<file path="config.mk">
export PLATFORM = sky130hd
export DESIGN_NAME = i2c_reg_ctrl_flat
export DESIGN_NICKNAME = d
export VERILOG_FILES = /design/src/rtl/i2c_reg_ctrl_pkg.sv /design/src/rtl/i2c_reg_ctrl_if.sv /design/src/rtl/i2c_reg_ctrl_timeout.sv /design/src/rtl/i2c_reg_ctrl.sv /design/src/flat_wrapper.sv
export SDC_FILE = /design/constraint.sdc
export NUM_CORES = 1
export LEC_CHECK = 0
export BUFFER_PORTS_ARGS = -buffer_cell sky130_fd_sc_hd__buf_4
export CORE_MARGIN = 10
export CORE_UTILIZATION = 55
export DETAILED_ROUTE_END_ITERATION = 12
export HOLD_SLACK_MARGIN = 0.02
export PLACE_DENSITY = 0.85
export SETUP_SLACK_MARGIN = 0.2
export SLEW_MARGIN = 25
export SYNTH_ARGS = -nofsm -noshare
export SYNTH_HDL_FRONTEND = slang
export SYNTH_SLANG_ARGS = --single-unit
export TNS_END_PERCENT = 50
</file>
<file path="constraint.sdc">
create_clock -name clk -period 2.5 [get_ports clk]
set_input_delay 0.25 -clock clk [delete_from_list [all_inputs] [get_ports clk]]
set_output_delay 0.25 -clock clk [all_outputs]
set_load 0.05 [all_outputs]
</file>
<file path="src/rtl/i2c_reg_ctrl_pkg.sv">
// Shared definitions for the I2C register controller and the slave byte engine:
// FSM state encoding, timeout fill byte and a state-class helper.
package i2c_reg_ctrl_pkg;

   typedef enum logic [2:0] {
      ST_IDLE     = 3'd0,
      ST_PTR      = 3'd1,
      ST_WR_WAIT  = 3'd2,
      ST_WR_BUS   = 3'd3,
      ST_RD_WAIT  = 3'd4,
      ST_RD_BUS   = 3'd5,
      ST_RD_OFFER = 3'd6
   } state_e;

   localparam logic [7:0] TIMEOUT_FILL = 8'hFF;
   localparam int         CNT_W        = 8;

   function automatic logic is_bus_state(input state_e s);
      return (s == ST_WR_BUS) || (s == ST_RD_BUS);
   endfunction

endpackage

</file>
<file path="src/rtl/i2c_reg_ctrl_if.sv">
// Slave-engine handshakes plus internal register bus, grouped for the controller.
// master = controller side, slave = byte engine / register target side.
interface i2c_reg_ctrl_if;
   logic       i2c_start;
   logic       i2c_stop;
   logic       i2c_read;
   logic       i2c_write;
   logic       wr_valid;
   logic [7:0] wr_data;
   logic       wr_ready;
   logic       rd_ready;
   logic       rd_valid;
   logic [7:0] rd_data;
   logic [7:0] bus_addr;
   logic [7:0] bus_wdata;
   logic       bus_we;
   logic       bus_re;
   logic [7:0] bus_rdata;
   logic       bus_ack;
   logic [7:0] ptr;
   logic       err_timeout;

   modport master (
      input  i2c_start, i2c_stop, i2c_read, i2c_write,
      input  wr_valid, wr_data, rd_ready, bus_rdata, bus_ack,
      output wr_ready, rd_valid, rd_data, bus_addr, bus_wdata,
      output bus_we, bus_re, ptr, err_timeout
   );

   modport slave (
      output i2c_start, i2c_stop, i2c_read, i2c_write,
      output wr_valid, wr_data, rd_ready, bus_rdata, bus_ack,
      input  wr_ready, rd_valid, rd_data, bus_addr, bus_wdata,
      input  bus_we, bus_re, ptr, err_timeout
   );
endinterface

</file>
<file path="src/rtl/i2c_reg_ctrl_timeout.sv">
// Loadable down-counter with clear/enable; expire_o is a combinational pulse in
// the last enabled cycle before the count would reach zero (no backpressure).
module bus_timeout #(
   parameter int W = 8
) (
   input  logic         clk,
   input  logic         resetn,
   input  logic         clr_i,
   input  logic         load_i,
   input  logic [W-1:0] load_val_i,
   input  logic         en_i,
   output logic         expire_o
);

   logic [W-1:0] cnt_q, cnt_d;

   always_comb begin
      cnt_d = cnt_q;
      if (clr_i)
         cnt_d = '0;
      else if (load_i)
         cnt_d = load_val_i;
      else if (en_i && (cnt_q != '0))
         cnt_d = cnt_q - 1'b1;
   end

   always_ff @(posedge clk) begin
      if (!resetn)
         cnt_q <= '0;
      else
         cnt_q <= cnt_d;
   end

   assign expire_o = en_i && (cnt_q == W'(1));

endmodule

</file>
<file path="src/rtl/i2c_reg_ctrl.sv">
// Pointer-protocol register controller: one bus beat per I2C data byte, registered strobes.
// Read: rd_ready -> rd_valid in 2 cycles + ack latency; write: accept -> next wr_ready likewise.
module i2c_reg_ctrl
   import i2c_reg_ctrl_pkg::*;
#(
   parameter int         TIMEOUT   = 255,
   parameter logic [7:0] PTR_RESET = 8'h00
) (
   input  logic           clk,
   input  logic           resetn,
   i2c_reg_ctrl_if.master io
);

   localparam logic [CNT_W-1:0] TO_VAL = CNT_W'(TIMEOUT);

   state_e     state_q, state_d;
   logic [7:0] ptr_q, ptr_d;
   logic [7:0] wdata_q, wdata_d;
   logic [7:0] rdata_q, rdata_d;
   logic       we_q, we_d;
   logic       re_q, re_d;
   logic       abort_q, abort_d;
   logic       err_q, err_d;
   logic       wr_ready_c;

   logic ev, strobe_q, ack_hit, expire, done, in_bus;

   assign ev       = io.i2c_start | io.i2c_stop;
   assign strobe_q = we_q | re_q;
   assign in_bus   = is_bus_state(state_q);
   // An ack only counts while our strobe is actually on the bus.
   assign ack_hit  = strobe_q & io.bus_ack;
   assign done     = ack_hit | expire;

   bus_timeout #(.W(CNT_W)) u_timeout (
      .clk        (clk),
      .resetn     (resetn),
      .clr_i      (!in_bus),
      .load_i     (in_bus && !strobe_q),
      .load_val_i (TO_VAL),
      .en_i       (strobe_q && !io.bus_ack),
      .expire_o   (expire)
   );

   always_comb begin
      state_d    = state_q;
      ptr_d      = ptr_q;
      wdata_d    = wdata_q;
      rdata_d    = rdata_q;
      abort_d    = abort_q;
      we_d       = 1'b0;
      re_d       = 1'b0;
      err_d      = expire;
      wr_ready_c = 1'b0;
      case (state_q)
         ST_IDLE: begin
            if (!ev) begin
               if (io.i2c_write)
                  state_d = ST_PTR;
               else if (io.i2c_read)
                  state_d = ST_RD_WAIT;
            end
         end
         ST_PTR: begin
            if (ev)
               state_d = ST_IDLE;
            else if (io.wr_valid) begin
               wr_ready_c = 1'b1;
               ptr_d      = io.wr_data;
               state_d    = ST_WR_WAIT;
            end
         end
         ST_WR_WAIT: begin
            if (ev)
               state_d = ST_IDLE;
            else if (io.wr_valid) begin
               wr_ready_c = 1'b1;
               wdata_d    = io.wr_data;
               state_d    = ST_WR_BUS;
            end
         end
         ST_WR_BUS: begin
            // Stop/start never cuts a bus beat; the write still commits.
            if (done) begin
               ptr_d   = ptr_q + 8'd1;
               abort_d = 1'b0;
               state_d = (abort_q || ev) ? ST_IDLE : ST_WR_WAIT;
            end else begin
               we_d = 1'b1;
               if (ev)
                  abort_d = 1'b1;
            end
         end
         ST_RD_WAIT: begin
            if (ev)
               state_d = ST_IDLE;
            else if (io.rd_ready)
               state_d = ST_RD_BUS;
         end
         ST_RD_BUS: begin
            if (done) begin
               abort_d = 1'b0;
               if (abort_q || ev)
                  state_d = ST_IDLE;
               else begin
                  rdata_d = ack_hit ? io.bus_rdata : TIMEOUT_FILL;
                  state_d = ST_RD_OFFER;
               end
            end else begin
               re_d = 1'b1;
               if (ev)
                  abort_d = 1'b1;
            end
         end
         ST_RD_OFFER: begin
            if (ev)
               state_d = ST_IDLE;
            else if (io.rd_ready) begin
               ptr_d   = ptr_q + 8'd1;
               state_d = ST_RD_WAIT;
            end
         end
         default: state_d = ST_IDLE;
      endcase
   end

   always_ff @(posedge clk) begin
      if (!resetn) begin
         state_q <= ST_IDLE;
         ptr_q   <= PTR_RESET;
         wdata_q <= 8'h00;
         rdata_q <= 8'h00;
         we_q    <= 1'b0;
         re_q    <= 1'b0;
         abort_q <= 1'b0;
         err_q   <= 1'b0;
      end else begin
         state_q <= state_d;
         ptr_q   <= ptr_d;
         wdata_q <= wdata_d;
         rdata_q <= rdata_d;
         we_q    <= we_d;
         re_q    <= re_d;
         abort_q <= abort_d;
         err_q   <= err_d;
      end
   end

   assign io.wr_ready    = wr_ready_c;
   assign io.rd_valid    = (state_q == ST_RD_OFFER);
   assign io.rd_data     = rdata_q;
   assign io.bus_addr    = ptr_q;
   assign io.bus_wdata   = wdata_q;
   assign io.bus_we      = we_q;
   assign io.bus_re      = re_q;
   assign io.ptr         = ptr_q;
   assign io.err_timeout = err_q;

endmodule

</file>
<file path="src/flat_wrapper.sv">
// flat-port wrapper written by rule: the top's interface ports become plain ports
module i2c_reg_ctrl_flat import i2c_reg_ctrl_pkg::*;
#(
   parameter int         TIMEOUT   = 255,
   parameter logic [7:0] PTR_RESET = 8'h00
)
  (clk, resetn, io_i2c_start, io_i2c_stop, io_i2c_read, io_i2c_write, io_wr_valid, io_wr_data, io_rd_ready, io_bus_rdata, io_bus_ack, io_wr_ready, io_rd_valid, io_rd_data, io_bus_addr, io_bus_wdata, io_bus_we, io_bus_re, io_ptr, io_err_timeout);
  i2c_reg_ctrl_if io_i ();
  input  logic clk;
  input  logic resetn;
  input wire logic [$bits(io_i.i2c_start)-1:0] io_i2c_start;
  input wire logic [$bits(io_i.i2c_stop)-1:0] io_i2c_stop;
  input wire logic [$bits(io_i.i2c_read)-1:0] io_i2c_read;
  input wire logic [$bits(io_i.i2c_write)-1:0] io_i2c_write;
  input wire logic [$bits(io_i.wr_valid)-1:0] io_wr_valid;
  input wire logic [$bits(io_i.wr_data)-1:0] io_wr_data;
  input wire logic [$bits(io_i.rd_ready)-1:0] io_rd_ready;
  input wire logic [$bits(io_i.bus_rdata)-1:0] io_bus_rdata;
  input wire logic [$bits(io_i.bus_ack)-1:0] io_bus_ack;
  output wire logic [$bits(io_i.wr_ready)-1:0] io_wr_ready;
  output wire logic [$bits(io_i.rd_valid)-1:0] io_rd_valid;
  output wire logic [$bits(io_i.rd_data)-1:0] io_rd_data;
  output wire logic [$bits(io_i.bus_addr)-1:0] io_bus_addr;
  output wire logic [$bits(io_i.bus_wdata)-1:0] io_bus_wdata;
  output wire logic [$bits(io_i.bus_we)-1:0] io_bus_we;
  output wire logic [$bits(io_i.bus_re)-1:0] io_bus_re;
  output wire logic [$bits(io_i.ptr)-1:0] io_ptr;
  output wire logic [$bits(io_i.err_timeout)-1:0] io_err_timeout;
  assign io_i.i2c_start = io_i2c_start;
  assign io_i.i2c_stop = io_i2c_stop;
  assign io_i.i2c_read = io_i2c_read;
  assign io_i.i2c_write = io_i2c_write;
  assign io_i.wr_valid = io_wr_valid;
  assign io_i.wr_data = io_wr_data;
  assign io_i.rd_ready = io_rd_ready;
  assign io_i.bus_rdata = io_bus_rdata;
  assign io_i.bus_ack = io_bus_ack;
  assign io_wr_ready = io_i.wr_ready;
  assign io_rd_valid = io_i.rd_valid;
  assign io_rd_data = io_i.rd_data;
  assign io_bus_addr = io_i.bus_addr;
  assign io_bus_wdata = io_i.bus_wdata;
  assign io_bus_we = io_i.bus_we;
  assign io_bus_re = io_i.bus_re;
  assign io_ptr = io_i.ptr;
  assign io_err_timeout = io_i.err_timeout;
  i2c_reg_ctrl #(.TIMEOUT(TIMEOUT), .PTR_RESET(PTR_RESET)) u_core (.clk(clk), .resetn(resetn), .io(io_i));
endmodule
</file>
# Word-level counts from Yosys, hierarchy flattened
# Cells that the tools add are included.
# word_totals
in_bits	25
word_cells	90
output_inout_bits	37
reg_bits	39
# classes
n_bitwise	6
n_addsub	2
n_mux	31
n_reduce_logical	23
eq_ne	19
# op_table
cell	count
$mux 8	8
$mux 3	14
$pmux 8 s3	1
$pmux 3 s7	1
$ne 3x2->1 const B	4
$ne 2x2->1 const B	5
$eq 3x3->1 const B	3
$add 8x1->8 const B	1
$eq 8x1->1 const B	1
$reduce_and 2->1	4
$reduce_and 8->1	1
$reduce_bool 8->1	1
$sub 8x1->8 const B	1
$eq 3x2->1 const B	2
$mux 1	6
$reduce_and 3->1	2
$reduce_and 6->1	1
$logic_and 1x1->1	4
$ne 2x1->1 const B	2
$reduce_bool 2->1	2
$reduce_or 2->1	2
$eq 3x1->1 const B	1
$logic_not 3->1	1
$ne 3x3->1 const B	1
other kinds (7)	12

# Depth between registers and ports, before layout
# Gate-level depths: netlist of run 1.
# logic_depth
depth_word	6
ltp_mapped	7
ltp_nobuf	6

# Cells and area by module
# Synthesis of run 1 repeated with hierarchy kept, for this count alone.
# unflattened
cells_unflattened	251
hier_area_um2	2220.9
# modules_own_cells
module	instances	cells_per_inst	seq_area_each_um2	area_each_um2
i2c_reg_ctrl	1	189	620.6	1684.1
bus_timeout	1	62	160.2	536.8

# Worst setup path after synthesis of run 1
# OpenSTA, ideal clock, no wires.
# synth_timing
path_type	reg2reg
from	register u_core.ptr_q[0], in the netlist u_core.io.bus_addr[0]
to	register u_core.ptr_q[6], in the netlist u_core.io.bus_addr[6]
stages_incl_launch_ff	7
setup_slack_ps	655
arrival_ps	1752
synth_period_minus_slack_ps	1845
n_path_buf	0
required_time_ps	2408
setup_ps	92
path_cell_list	dfxtp_1 -> ha_1 -> nand3_1 -> or2_2 -> nor3_1 -> a21oi_1 -> o32ai_1
# synth_via
elab_chain_cells	4
elab_cells_between_ends	5
classes_between	add/sub: 1; mux: 4
# synth_lines
element	line_no	rtl
start, declared	i2c_reg_ctrl.sv:17	logic [7:0] ptr_q, ptr_d;
start signal, assigned	i2c_reg_ctrl.sv:139	ptr_q <= ptr_d;
$add 8x1->8 (*)	i2c_reg_ctrl.sv:85, i2c_reg_ctrl.sv:119	
$mux 8	i2c_reg_ctrl.sv:118	else if (io.rd_ready) begin
$mux 8	i2c_reg_ctrl.sv:116	if (ev)
$pmux 8 s3 (*)	i2c_reg_ctrl.sv:55	case (state_q)
# Every way passes the cells marked *; elsewhere a longest branch is shown, timed or not. The select of a mux whose other input is x is not followed.
# A chain may end at the register's enable or synchronous reset.

# Final worst setup path of run 1
# layout_timing
from	register u_core.state_q[0]
to	output io_wr_ready
# layout_via
elab_chain_cells	3
elab_cells_between_ends	4
classes_between	eq/ne: 2; mux: 1; reduce/logical: 1
# layout_lines
element	line_no	rtl
start, declared	i2c_reg_ctrl.sv:16	state_e state_q, state_d;
start signal, assigned	i2c_reg_ctrl.sv:138	state_q <= state_d;
$eq 3x1->1 or $eq 3x2->1 (tied branches)	i2c_reg_ctrl.sv:55	
$reduce_or 2->1 (no source line) (*)	--	
$mux 1 (*)	--	
end, declared	flat_wrapper.sv:20	output wire logic [$bits(io_i.wr_ready)-1:0] io_wr_ready;
# Every way passes the cells marked *; elsewhere a longest branch is shown, timed or not.

==> results.py, run 1 <==
metrics = {
    "status": {
        "status": "finished clean",
    },
    "floorplan": {
        "dieHeight_um": 80.6,
        "num_io_pins": 62,
        "die_area_um2": 6490,
        "core_region_area_um2": 3440,
        "row_count": 21,
        "initial_utilization_pct": 58.6,
        "die_x_um": 80.6,
    },
    "drt": {
        "firstDrtPassIters": 4,
        "num_vias": 1820,
        "wl_per_cell_um": 16.1,
        "detail_route.iter0.violations": 154,
        "viasPerCell": 5.63,
        "drc": 0,
        "drtAntennaViolNets": 0,
        "routed_wirelength_um": 5190,
    },
    "cts": {
        "cts_sinks": 39,
        "clk_pin_slew_ns": 0.07,
        "htreeDepth": 2,
        "cts-resized-gates": 0,
        "cts_tree": "built",
        "cts.path.max_buffers": 2,
        "clk_latency_ns": 0.29,
        "cts_hold_buf": 0,
        "postCtsSetupBuffers": 0,
        "cts_root_buf": "clkbuf_8",
        "numCtsBuffers": 5,
    },
    "placement": {
        "portBuffers": 61,
        "place_ws_ns": 0.633,
        "placed_cell_area_um2": 2440,
        "finalWeightedCongestion": 0.847,
        "hpwlAfterDp_um": 3860,
    },
    "timing": {
        "min_period_ns": 1.92,
        "setup_slack_ns": 0.576,
        "rsz0062_at_grt": "false",
        "maxSlewHeadroom_pct": 59.4,
        "post-route-period-util_pct": 76.9,
        "hold_viol": 0,
        "fin_setup_tns_ns": 0,
        "worst_slew_pin_slew_ns": 0.608,
        "finalClockSkew_ns": 0.00816,
        "drv_slew": 0,
        "hold_slack_ns": 0.201,
        "fmax_mhz": 520,
        "setup_violations": 0,
    },
    "setup_path": {
        "crit_type": "register to output port",
        "cp-start-kind": "register",
        "crit_fanout": 15,
        "cp-end-kind": "output port",
        "r2r_setup_slack_ns": 0.61,
        "arrival_ns": 1.67,
        "critPathRequiredTime_ns": 2.25,
    },
    "layout": {
        "nFillCells": 283,
        "final_cell_mix": "buf_4, dfxtp_1, nor2_1",
        "area_growth_pct": 25.9,
        "layout_commonest_cell": "buf_4",
        "nNetsFinal": 305,
        "drive_above_1_share_pct": 32.5,
        "final_cell_area_um2": 2540,
        "fin_util_pct": 73.8,
        "diodes": 0,
    },
    "global_route": {
        "grt_first_pass_wirelength_um": 8510,
        "grt_max_degree": 23,
        "grt_overflow": 0,
        "antenna_found_initial": 0,
        "track_usage_pct": 16.2,
        "grt_pass1_vias": 1842,
    },
    "synthesis": {
        "synth_compound_area_share_pct": 21.4,
        "synth-seq-cells": 39,
        "ys_warn_count": 0,
        "synth_ff_type": "dfxtp_1",
        "syn_inst": 224,
        "synthArstFlopShare_pct": 0,
        "syn-num-nets": 253,
        "synth_mux_area_share_pct": 6.51,
        "synth_area_leaders": "dfxtp_1, mux2i_1, o221a_2, a21oi_1, nor2_1",
        "synth_xor_area_share_pct": 3.91,
        "synthSimpleGateAreaFrac_pct": 20.8,
        "synth_top_family_by_area": "compound AO/OA/AOI/OAI gates",
        "synth-seq-area-share_pct": 38.7,
        "syn-cell-area_um2": 2020,
        "synth_edf_count": 0,
        "yosysUniqueCellTypes": 43,
        "synth_area_per_cell_um2": 9.01,
        "yosysTopAreaCellShare_pct": 38.7,
        "yosys.area_share.adder_pct": 2.48,
        "synth_top_cell_by_area": "dfxtp_1",
    },
    "power": {
        "ir_drop_mv": 0.328,
        "power_density_nw_per_um2": 465,
        "power.leakage_nw": 1.08,
    },
    "hold_path": {
        "hold_class": "primary input to register",
    },
    "job": {
        "cap_violations": 0,
    },
}
==> sequential cells by signal, summed over array words and instances (netlist names) <==
name / count
u_core.io.bus_addr: 8
u_core.u_timeout.cnt_q: 8
u_core.io.bus_wdata: 8
u_core.io.bus_we: 1
u_core.abort_q: 1
u_core.state_q: 3
u_core.io.bus_re: 1
u_core.io.err_timeout: 1
u_core.io.rd_data: 8
==> power breakdown <==
group	internal (mW)	switching, mW	leakage (nW)
logic	0.0431	0.0451	0.711
clock network	0.252	0.209	0.0515
registers	0.624	0.00877	0.314
==> synthesized netlist by cell type (2+ instances only) <==
| library cell | instances |
|---|---|
| o21ai_0 | 5 |
| nand4b_1 | 2 |
| dfxtp_1 | 39 |
| nor2_1 | 23 |
| clkbuf_1 | 7 |
| buf_4 | 8 |
| nor3_1 | 8 |
| o32ai_1 | 5 |
| nor2b_1 | 3 |
| o221a_2 | 10 |
| nor3b_1 | 2 |
| or2_2 | 2 |
| nand2b_1 | 2 |
| buf_2 | 2 |
| o21a_1 | 2 |
| a21oi_1 | 22 |
| ha_1 | 4 |
| nor4_4 | 2 |
| mux2i_1 | 12 |
| and2_1 | 2 |
| nand4_1 | 2 |
| xor2_1 | 8 |
| nand2_1 | 20 |
| inv_1 | 4 |
| o31ai_1 | 2 |
| nand3_1 | 8 |
| o211ai_1 | 2 |
==> worst paths after layout <==
| check | startpoint | to | cells past startpoint |
|---|---|---|---|
| worst max-delay path | u_core.state_q[0] | io_wr_ready | 4 |
| worst min-delay path | io_wr_data[3] | u_core.io.bus_wdata[3] | 3 |
| worst max register to register | u_core.state_q[2] | u_core.io.rd_data[2] | 4 |
| worst min register to register | u_core.io.bus_wdata[0] | u_core.io.bus_wdata[0] | 2 |
==> kinds of logic after synthesis <==
kind of cell / Yosys count
simple gates: 81
compound gates: 55
flops: 39
buf+inv: 23
mux: 13
xor+xnor: 9
fa+ha+maj: 4
==> final cells by class <==
type	count	area [µm²]	area share [%]
tap	46	57.6	2.26
clock buffer	8	100	3.94
timing repair buffer	63	473	18.6
multi-input combinational	162	1110	43.7
inverter	5	18.8	0.739
sequential	39	781	30.7
==> per-layer routing <==
| metal | track usage, % | wire (µm) | vias up |
|---|---|---|---|
| met5 | 0 | 0 | - |
| met4 | 6.34 | 42 | 0 |
| met3 | 6.01 | 370 | 4 |
| met2 | 26.2 | 2580 | 52 |
| met1 | 19.0 | 2190 | 856 |
| li1 | - | - | 908 |
==> worst max-delay path, cell delays in order (launching register included) <==
cell      delay (ns)
dfxtp_1         0.64
nand2_1         0.27
nand2b_1        0.13
and3_1          0.15
buf_4           0.19
==> through the flow <==
step           power (mW)  std cells
2_1_floorplan       0.688        224
3_3_place_gp        0.733        315
3_5_place_dp        0.733        315
4_1_cts              1.19        323
5_1_grt              1.23        323
6_report             1.18        323
Power figures use the tool's default switching activity.
==> run 2: changes to the inputs <==
--- a/config.mk
+++ b/config.mk
@@ -5,12 +5,13 @@
 export SDC_FILE = /design/constraint.sdc
 export NUM_CORES = 1
 export LEC_CHECK = 0
+export ABC_AREA = 1
 export BUFFER_PORTS_ARGS = -buffer_cell sky130_fd_sc_hd__buf_4
 export CORE_MARGIN = 10
-export CORE_UTILIZATION = 55
+export CORE_UTILIZATION = 47
 export DETAILED_ROUTE_END_ITERATION = 12
 export HOLD_SLACK_MARGIN = 0.02
-export PLACE_DENSITY = 0.85
+export PLACE_DENSITY = 0.76
 export SETUP_SLACK_MARGIN = 0.2
 export SLEW_MARGIN = 25
 export SYNTH_ARGS = -nofsm -noshare
==> constraint.sdc (replaced) <==
create_clock -name clk -period 1.6 [get_ports clk]
set_input_delay 0.16 -clock clk [delete_from_list [all_inputs] [get_ports clk]]
set_output_delay 0.16 -clock clk [all_outputs]
set_load 0.05 [all_outputs]
==> run 2 against run 1 <==
Compared with the run above:
- sequential cell count unchanged
- synthesized cell count increased by 46%
- first-iteration DRC count is 7.8% higher
- register-to-register slack worse by 0.44 ns
- largest power group is now combinational cells
- largest cell class unchanged
- critical endpoint unchanged
- power rose to 3.1 times the previous value
- cell area is 20% higher
- setup slack lost 0.45 ns
==> results.py, run 2 <==
metrics = {
    "status": {
        "status": "finished clean",
    },
    "global_route": {
        "grt_max_degree": 27,
        "grt_most_used_layer": "met2",
        "grt_first_pass_wirelength_um": 9780,
        "grtUsageMet3_pct": 6.22,
        "grt_pass1_vias": 2206,
        "antenna_found_initial": 0,
        "grt_overflow": 0,
        "use_met2_pct": 25.5,
        "use_met1_pct": 17.4,
        "track_usage_pct": 15.2,
    },
    "power": {
        "p_sw_mw": 1.54,
        "power_frac_seq_pct": 34.2,
        "power.leakage_nw": 1.50,
        "p_comb_share_pct": 43.7,
        "clkPwrFrac_pct": 22.1,
        "p_int_mw": 2.09,
        "swShare_pct": 42.4,
        "ir_drop_mv": 0.580,
        "power_density_nw_per_um2": 1190,
    },
    "timing": {
        "setup_slack_ns": 0.124,
        "worst_slew_pin_slew_ns": 0.420,
        "hold_viol": 0,
        "rsz0062_at_grt": "true",
        "post-route-period-util_pct": 92.3,
        "drv_slew": 0,
        "setup_violations": 0,
        "maxSlewHeadroom_pct": 72.0,
        "fin_setup_tns_ns": 0,
        "min_period_ns": 1.48,
        "hold_slack_ns": 0.0989,
        "finalClockSkew_ns": 0.00183,
        "fmax_mhz": 677,
    },
    "hold_path": {
        "hold_class": "primary input to register",
    },
    "setup_path": {
        "cp-start-kind": "register",
        "path_cells": "inv_4, nand2_2, a21oi_4, inv_2, nor2_2, buf_6",
        "r2r_setup_slack_ns": 0.17,
        "max_stage_delay_ns": 0.37,
        "crit_fanout": 5,
        "crit_type": "register to output port",
        "arrival_ns": 1.32,
        "crit_buf_inv": 3,
        "cp-end-kind": "output port",
        "crit_family": "flip-flops",
        "critPathRequiredTime_ns": 1.44,
        "critPathSlowestCell": "dfxtp_4",
    },
    "synthesis": {
        "syn_inst": 328,
        "synth-seq-cells": 39,
        "syn-num-nets": 357,
        "synth_commonest_cells": "nand2_1, nor2_1, dfxtp_1, inv_1, nand3_1",
        "synth_area_per_cell_um2": 6.59,
        "yosysTopAreaCellShare_pct": 36.1,
        "synth_ff_type": "dfxtp_1",
        "yosysUniqueCellTypes": 30,
        "ys_warn_count": 0,
        "synth_top_cell_by_area": "dfxtp_1",
        "synth-seq-area-share_pct": 36.1,
        "synth_edf_count": 0,
        "yosysMostFrequentCell": "nand2_1",
        "synthArstFlopShare_pct": 0,
        "syn-cell-area_um2": 2160,
        "synth_area_leaders": "dfxtp_1, nand2_1, nor2_1, nand3_1, inv_1",
    },
    "cts": {
        "htreeDepth": 2,
        "cts_sinks": 39,
        "clk_pin_slew_ns": 0.08,
        "cts_hold_buf": 0,
        "clk_latency_ns": 0.29,
        "cts.path.max_buffers": 2,
        "numCtsBuffers": 5,
        "cts_tree": "built",
        "cts_root_buf": "clkbuf_8",
    },
    "floorplan": {
        "core_region_area_um2": 4410,
        "initial_utilization_pct": 49.0,
        "row_count": 24,
        "die_area_um2": 7710,
        "dieHeight_um": 87.8,
        "die_x_um": 87.8,
        "num_io_pins": 62,
    },
    "drt": {
        "routed_wirelength_um": 6400,
        "viasPerCell": 5.24,
        "detail_route.iter0.violations": 166,
        "num_vias": 2388,
        "drc": 0,
        "firstDrtPassIters": 4,
        "wl_per_cell_um": 14.0,
        "drtAntennaViolNets": 0,
    },
    "placement": {
        "finalWeightedCongestion": 0.898,
        "portBuffers": 61,
        "numPlacedInstances": 430,
        "placed_cell_area_um2": 2640,
        "hpwlAfterDp_um": 4530,
        "place_ws_ns": 0.0537,
    },
    "layout": {
        "nNetsFinal": 432,
        "final_cell_mix": "buf_4, nand2_1, nor2_1",
        "layout_commonest_cell": "buf_4",
        "final_cell_area_um2": 3060,
        "final_cells": 456,
        "area_growth_pct": 41.6,
        "diodes": 0,
        "drive_above_1_share_pct": 37.1,
    },
    "job": {
        "cap_violations": 0,
    },
}
[run 2: final timing paths]
kind | startpoint | endpoint | cells past startpoint
max | u_core.state_q[0] | io_wr_ready | 6
min | io_bus_rdata[2] | u_core.io.rd_data[2] | 3
max reg2reg | u_core.state_q[1] | u_core.io.bus_addr[1] | 10
min reg2reg | u_core.io.rd_data[7] | u_core.io.rd_data[7] | 2
[run 2: cell type report]
| type | count | area (µm²) |
|---|---|---|
| timing repair buffer | 83 | 631 |
| sequential | 39 | 816 |
| multi-input combinational | 230 | 1260 |
| inverter | 44 | 175 |
| tap | 52 | 65.1 |
| clock buffer | 7 | 108 |
| fill | 391 | 1350 |
| clock inverter | 1 | 5.00 |
[run 2: power by group through the flow]
stage / registers [mW] / logic, mW / clock network (mW)
after detailed placement: 1.22 / 1.33 / 0
after global placement: 1.22 / 1.31 / 0
final: 1.24 / 1.59 / 0.802
after global routing: 1.26 / 1.71 / 0.859
after CTS: 1.22 / 1.40 / 0.814
after floorplan: 1.41 / 0.832 / 0
[run 2: worst register-to-register path, stage by stage (launching register included)]
cell and delay [ns]:
dfxtp_4 0.39, nand2_1 0.07, inv_2 0.08, nand2_2 0.09
nand2_4 0.10, inv_4 0.05, a21oi_4 0.20, buf_6 0.13
nand3b_1 0.09, nand2_1 0.08, nor2_1 0.04
[run 2: cells by family after synthesis]
| logic type | Yosys count | share of synthesized area, % |
|---|---|---|
| flops | 39 | 36.1 |
| buf+inv | 59 | 12.2 |
| fa+ha+maj | 4 | 2.32 |
| compound gates | 58 | 14.4 |
| simple gates | 168 | 35.0 |
[run 2: repair_timing]
action,CTS,global route
gates resized for setup,26,38
endpoints found under the setup margin,26,35
pin swaps,5,12
buffers inserted,4,14
[run 2: through the flow]
step | utilization [%] | power, mW
global route | 69.3 | 3.83
floorplan | - | 2.24
CTS | 64.7 | 3.43
detailed placement | 59.8 | 2.55
finish | 69.3 | 3.63
global placement | 59.8 | 2.53
[run 2: metal layers]
| metal | wire, µm | vias to the layer above | share of wire, % |
|---|---|---|---|
| met5 | 0 | - | 0 |
| met3 | 571 | 10 | 8.9 |
| met2 | 3220 | 88 | 50 |
| met1 | 2530 | 1088 | 40 |
| met4 | 74 | 0 | 1.2 |
| li1 | - | 1202 | - |
==> run 3: changes to the inputs <==
--- a/config.mk
+++ b/config.mk
@@ -12,6 +12,7 @@
 export DETAILED_ROUTE_END_ITERATION = 12
 export HOLD_SLACK_MARGIN = 0.02
 export PLACE_DENSITY = 0.76
+export REMOVE_ABC_BUFFERS = 1
 export SETUP_SLACK_MARGIN = 0.2
 export SLEW_MARGIN = 25
 export SYNTH_ARGS = -nofsm -noshare
==> run 3 against run 2 <==
Compared with the run above:
- sequential cell count unchanged
- clock power increased by 10%
- non-clock buffer count increased by 8
- setup slack got worse by 0.029 ns
- register-to-register slack got worse by 0.08 ns
- sequential share of layout area decreased by 2.1 points
- largest power group unchanged
- combinational power increased by 18%
- die area unchanged
==> results.py, run 3 (synthesized netlist as in run 2, its figures left out) <==
metrics = {
    "status": {
        "status": "finished clean",
    },
    "timing": {
        "rsz0062_at_grt": "true",
        "hold_viol": 0,
        "hold_slack_ns": 0.0918,
        "min_period_ns": 1.51,
        "finalClockSkew_ns": 0.00900,
        "drv_slew": 0,
        "worst_slew_pin_slew_ns": 0.374,
        "fmax_mhz": 664,
        "maxSlewHeadroom_pct": 74.8,
        "fin_setup_tns_ns": 0,
        "setup_violations": 0,
        "post-route-period-util_pct": 94.1,
    },
    "placement": {
        "portBuffers": 61,
        "finalWeightedCongestion": 0.887,
        "hpwlAfterDp_um": 4450,
    },
    "drt": {
        "detail_route.iter0.violations": 142,
        "drc": 0,
        "drtAntennaViolNets": 0,
        "firstDrtPassIters": 4,
        "routed_wirelength_um": 7020,
        "num_vias": 2481,
        "viasPerCell": 5.34,
        "wl_per_cell_um": 15.1,
    },
    "floorplan": {
        "initial_utilization_pct": 49.0,
        "core_region_area_um2": 4410,
        "die_x_um": 87.8,
        "num_io_pins": 62,
        "row_count": 24,
        "die_area_um2": 7710,
        "dieHeight_um": 87.8,
    },
    "layout": {
        "nFillCells": 308,
        "fin_util_pct": 73.3,
        "diodes": 0,
        "drive_above_1_share_pct": 40.9,
        "final_cell_mix": "buf_4, nand2_1, nor2_1",
        "area_growth_pct": 49.8,
        "multiInputGateArea_um2": 1350,
        "regArea_um2": 796,
        "nNetsFinal": 441,
        "layout_commonest_cell": "buf_4",
    },
    "setup_path": {
        "crit_fanout": 5,
        "r2r-start": "u_core.state_q[1]",
        "cp-end-kind": "register",
        "setup.worst_path.end": "u_core.io.bus_addr[4]",
        "arrival_ns": 1.71,
        "crit_type": "register to register",
        "r2r_end": "u_core.io.bus_addr[4]",
        "critPathRequiredTime_ns": 1.80,
        "worstSetupStartpoint": "u_core.state_q[1]",
        "reg2regPathDepth": 10,
        "cp-start-kind": "register",
        "r2r_setup_slack_ns": 0.09,
    },
    "power": {
        "power_density_nw_per_um2": 1240,
        "ir_drop_mv": 0.877,
        "power.leakage_nw": 1.55,
    },
    "hold_path": {
        "hold_class": "primary input to register",
    },
    "job": {
        "cap_violations": 0,
    },
    "global_route": {
        "grt_first_pass_wirelength_um": 10100,
        "grt_pass1_vias": 2240,
        "antenna_found_initial": 0,
        "grt_overflow": 0,
        "track_usage_pct": 15.9,
        "grt_max_degree": 27,
    },
    "cts": {
        "clk_pin_slew_ns": 0.09,
        "cts_tree": "built",
        "htreeDepth": 2,
        "numCtsBuffers": 5,
        "cts.path.max_buffers": 2,
        "cts_sinks": 39,
        "clk_latency_ns": 0.30,
        "cts_root_buf": "clkbuf_8",
        "cts_hold_buf": 0,
    },
}
[run 3: changes by cell type in the layout (fill, tap and decap cells not counted), moves of 5 or more]
| cell | change |
|---|---|
| nand2_1 | -7 |
| nor2_1 | -7 |
| nor2_2 | +8 |
| nand2_2 | +5 |
| dfxtp_1 | +8 |
[run 3: metal layers]
| metal | up-vias | share of wire, % | global-route usage (%) |
|---|---|---|---|
| met3 | 19 | 8.7 | 7.99 |
| met4 | 0 | 2.0 | 5.80 |
| li1 | 1226 | - | - |
| met5 | - | 0 | 0 |
| met2 | 89 | 50 | 26.2 |
| met1 | 1147 | 39 | 17.2 |
[run 3: what timing repair did]
action,in CTS,in global routing
endpoints found under the setup margin,32,36
buffers inserted,9,13
resized for setup,34,57
cloned,1,0
pin swaps,8,19
[run 3: layout make-up]
cell class / count / area share [%]
Sequential cell: 39 / 24.6
Multi-Input combinational cell: 231 / 41.8
Clock inverter: 2 / 1.08
Tap cell: 52 / 2.01
Inverter: 44 / 5.88
Clock buffer: 6 / 2.55
Timing Repair Buffer: 91 / 22.1
[run 3: stage by stage]
| stage | cells | cell area (µm²) | power (mW) | setup WS [ns] |
|---|---|---|---|---|
| floorplan | 313 | 2070 | 2.14 | -0.495 |
| global placement | 434 | 2650 | 2.54 | 0.0604 |
| global route | 465 | 3240 | 4.18 | 0.0292 |
| finish | 465 | 3240 | 4.00 | 0.0947 |
| CTS | 452 | 2940 | 3.64 | 0.131 |
| detailed placement | 434 | 2650 | 2.56 | 0.0714 |
[run 3: where the power goes]
| group | total, mW | internal [mW] | switching, mW |
|---|---|---|---|
| Combinational | 1.87 | 0.681 | 1.18 |
| Clock | 0.886 | 0.505 | 0.381 |
| Sequential | 1.25 | 1.09 | 0.162 |
| Total | 4.00 | 2.27 | 1.73 |
[run 3: how the worst min path moves through the flow]
stage                    start              endpoint  slack (ns)  cells past startpoint
2_1_floorplan           resetn     u_core.state_q[1]        0.28                      2
3_3_place_gp   io_bus_rdata[1]  u_core.io.rd_data[1]        0.40                      3
3_5_place_dp   io_bus_rdata[1]  u_core.io.rd_data[1]        0.40                      3
4_1_cts        io_bus_rdata[1]  u_core.io.rd_data[1]        0.09                      3
5_1_grt        io_bus_rdata[1]  u_core.io.rd_data[1]        0.10                      3
6_report       io_bus_rdata[3]  u_core.io.rd_data[3]        0.09                      3
[run 3: worst max-delay path, stage by stage, from the launching register on]
cell     delay, ns
dfxtp_4       0.43
nand2_4       0.07
inv_4         0.08
nand2_4       0.06
nand2_4       0.08
inv_4         0.05
a21oi_4       0.26
buf_6         0.16
nand2_8       0.06
nor2_2        0.09
nor2_1        0.06
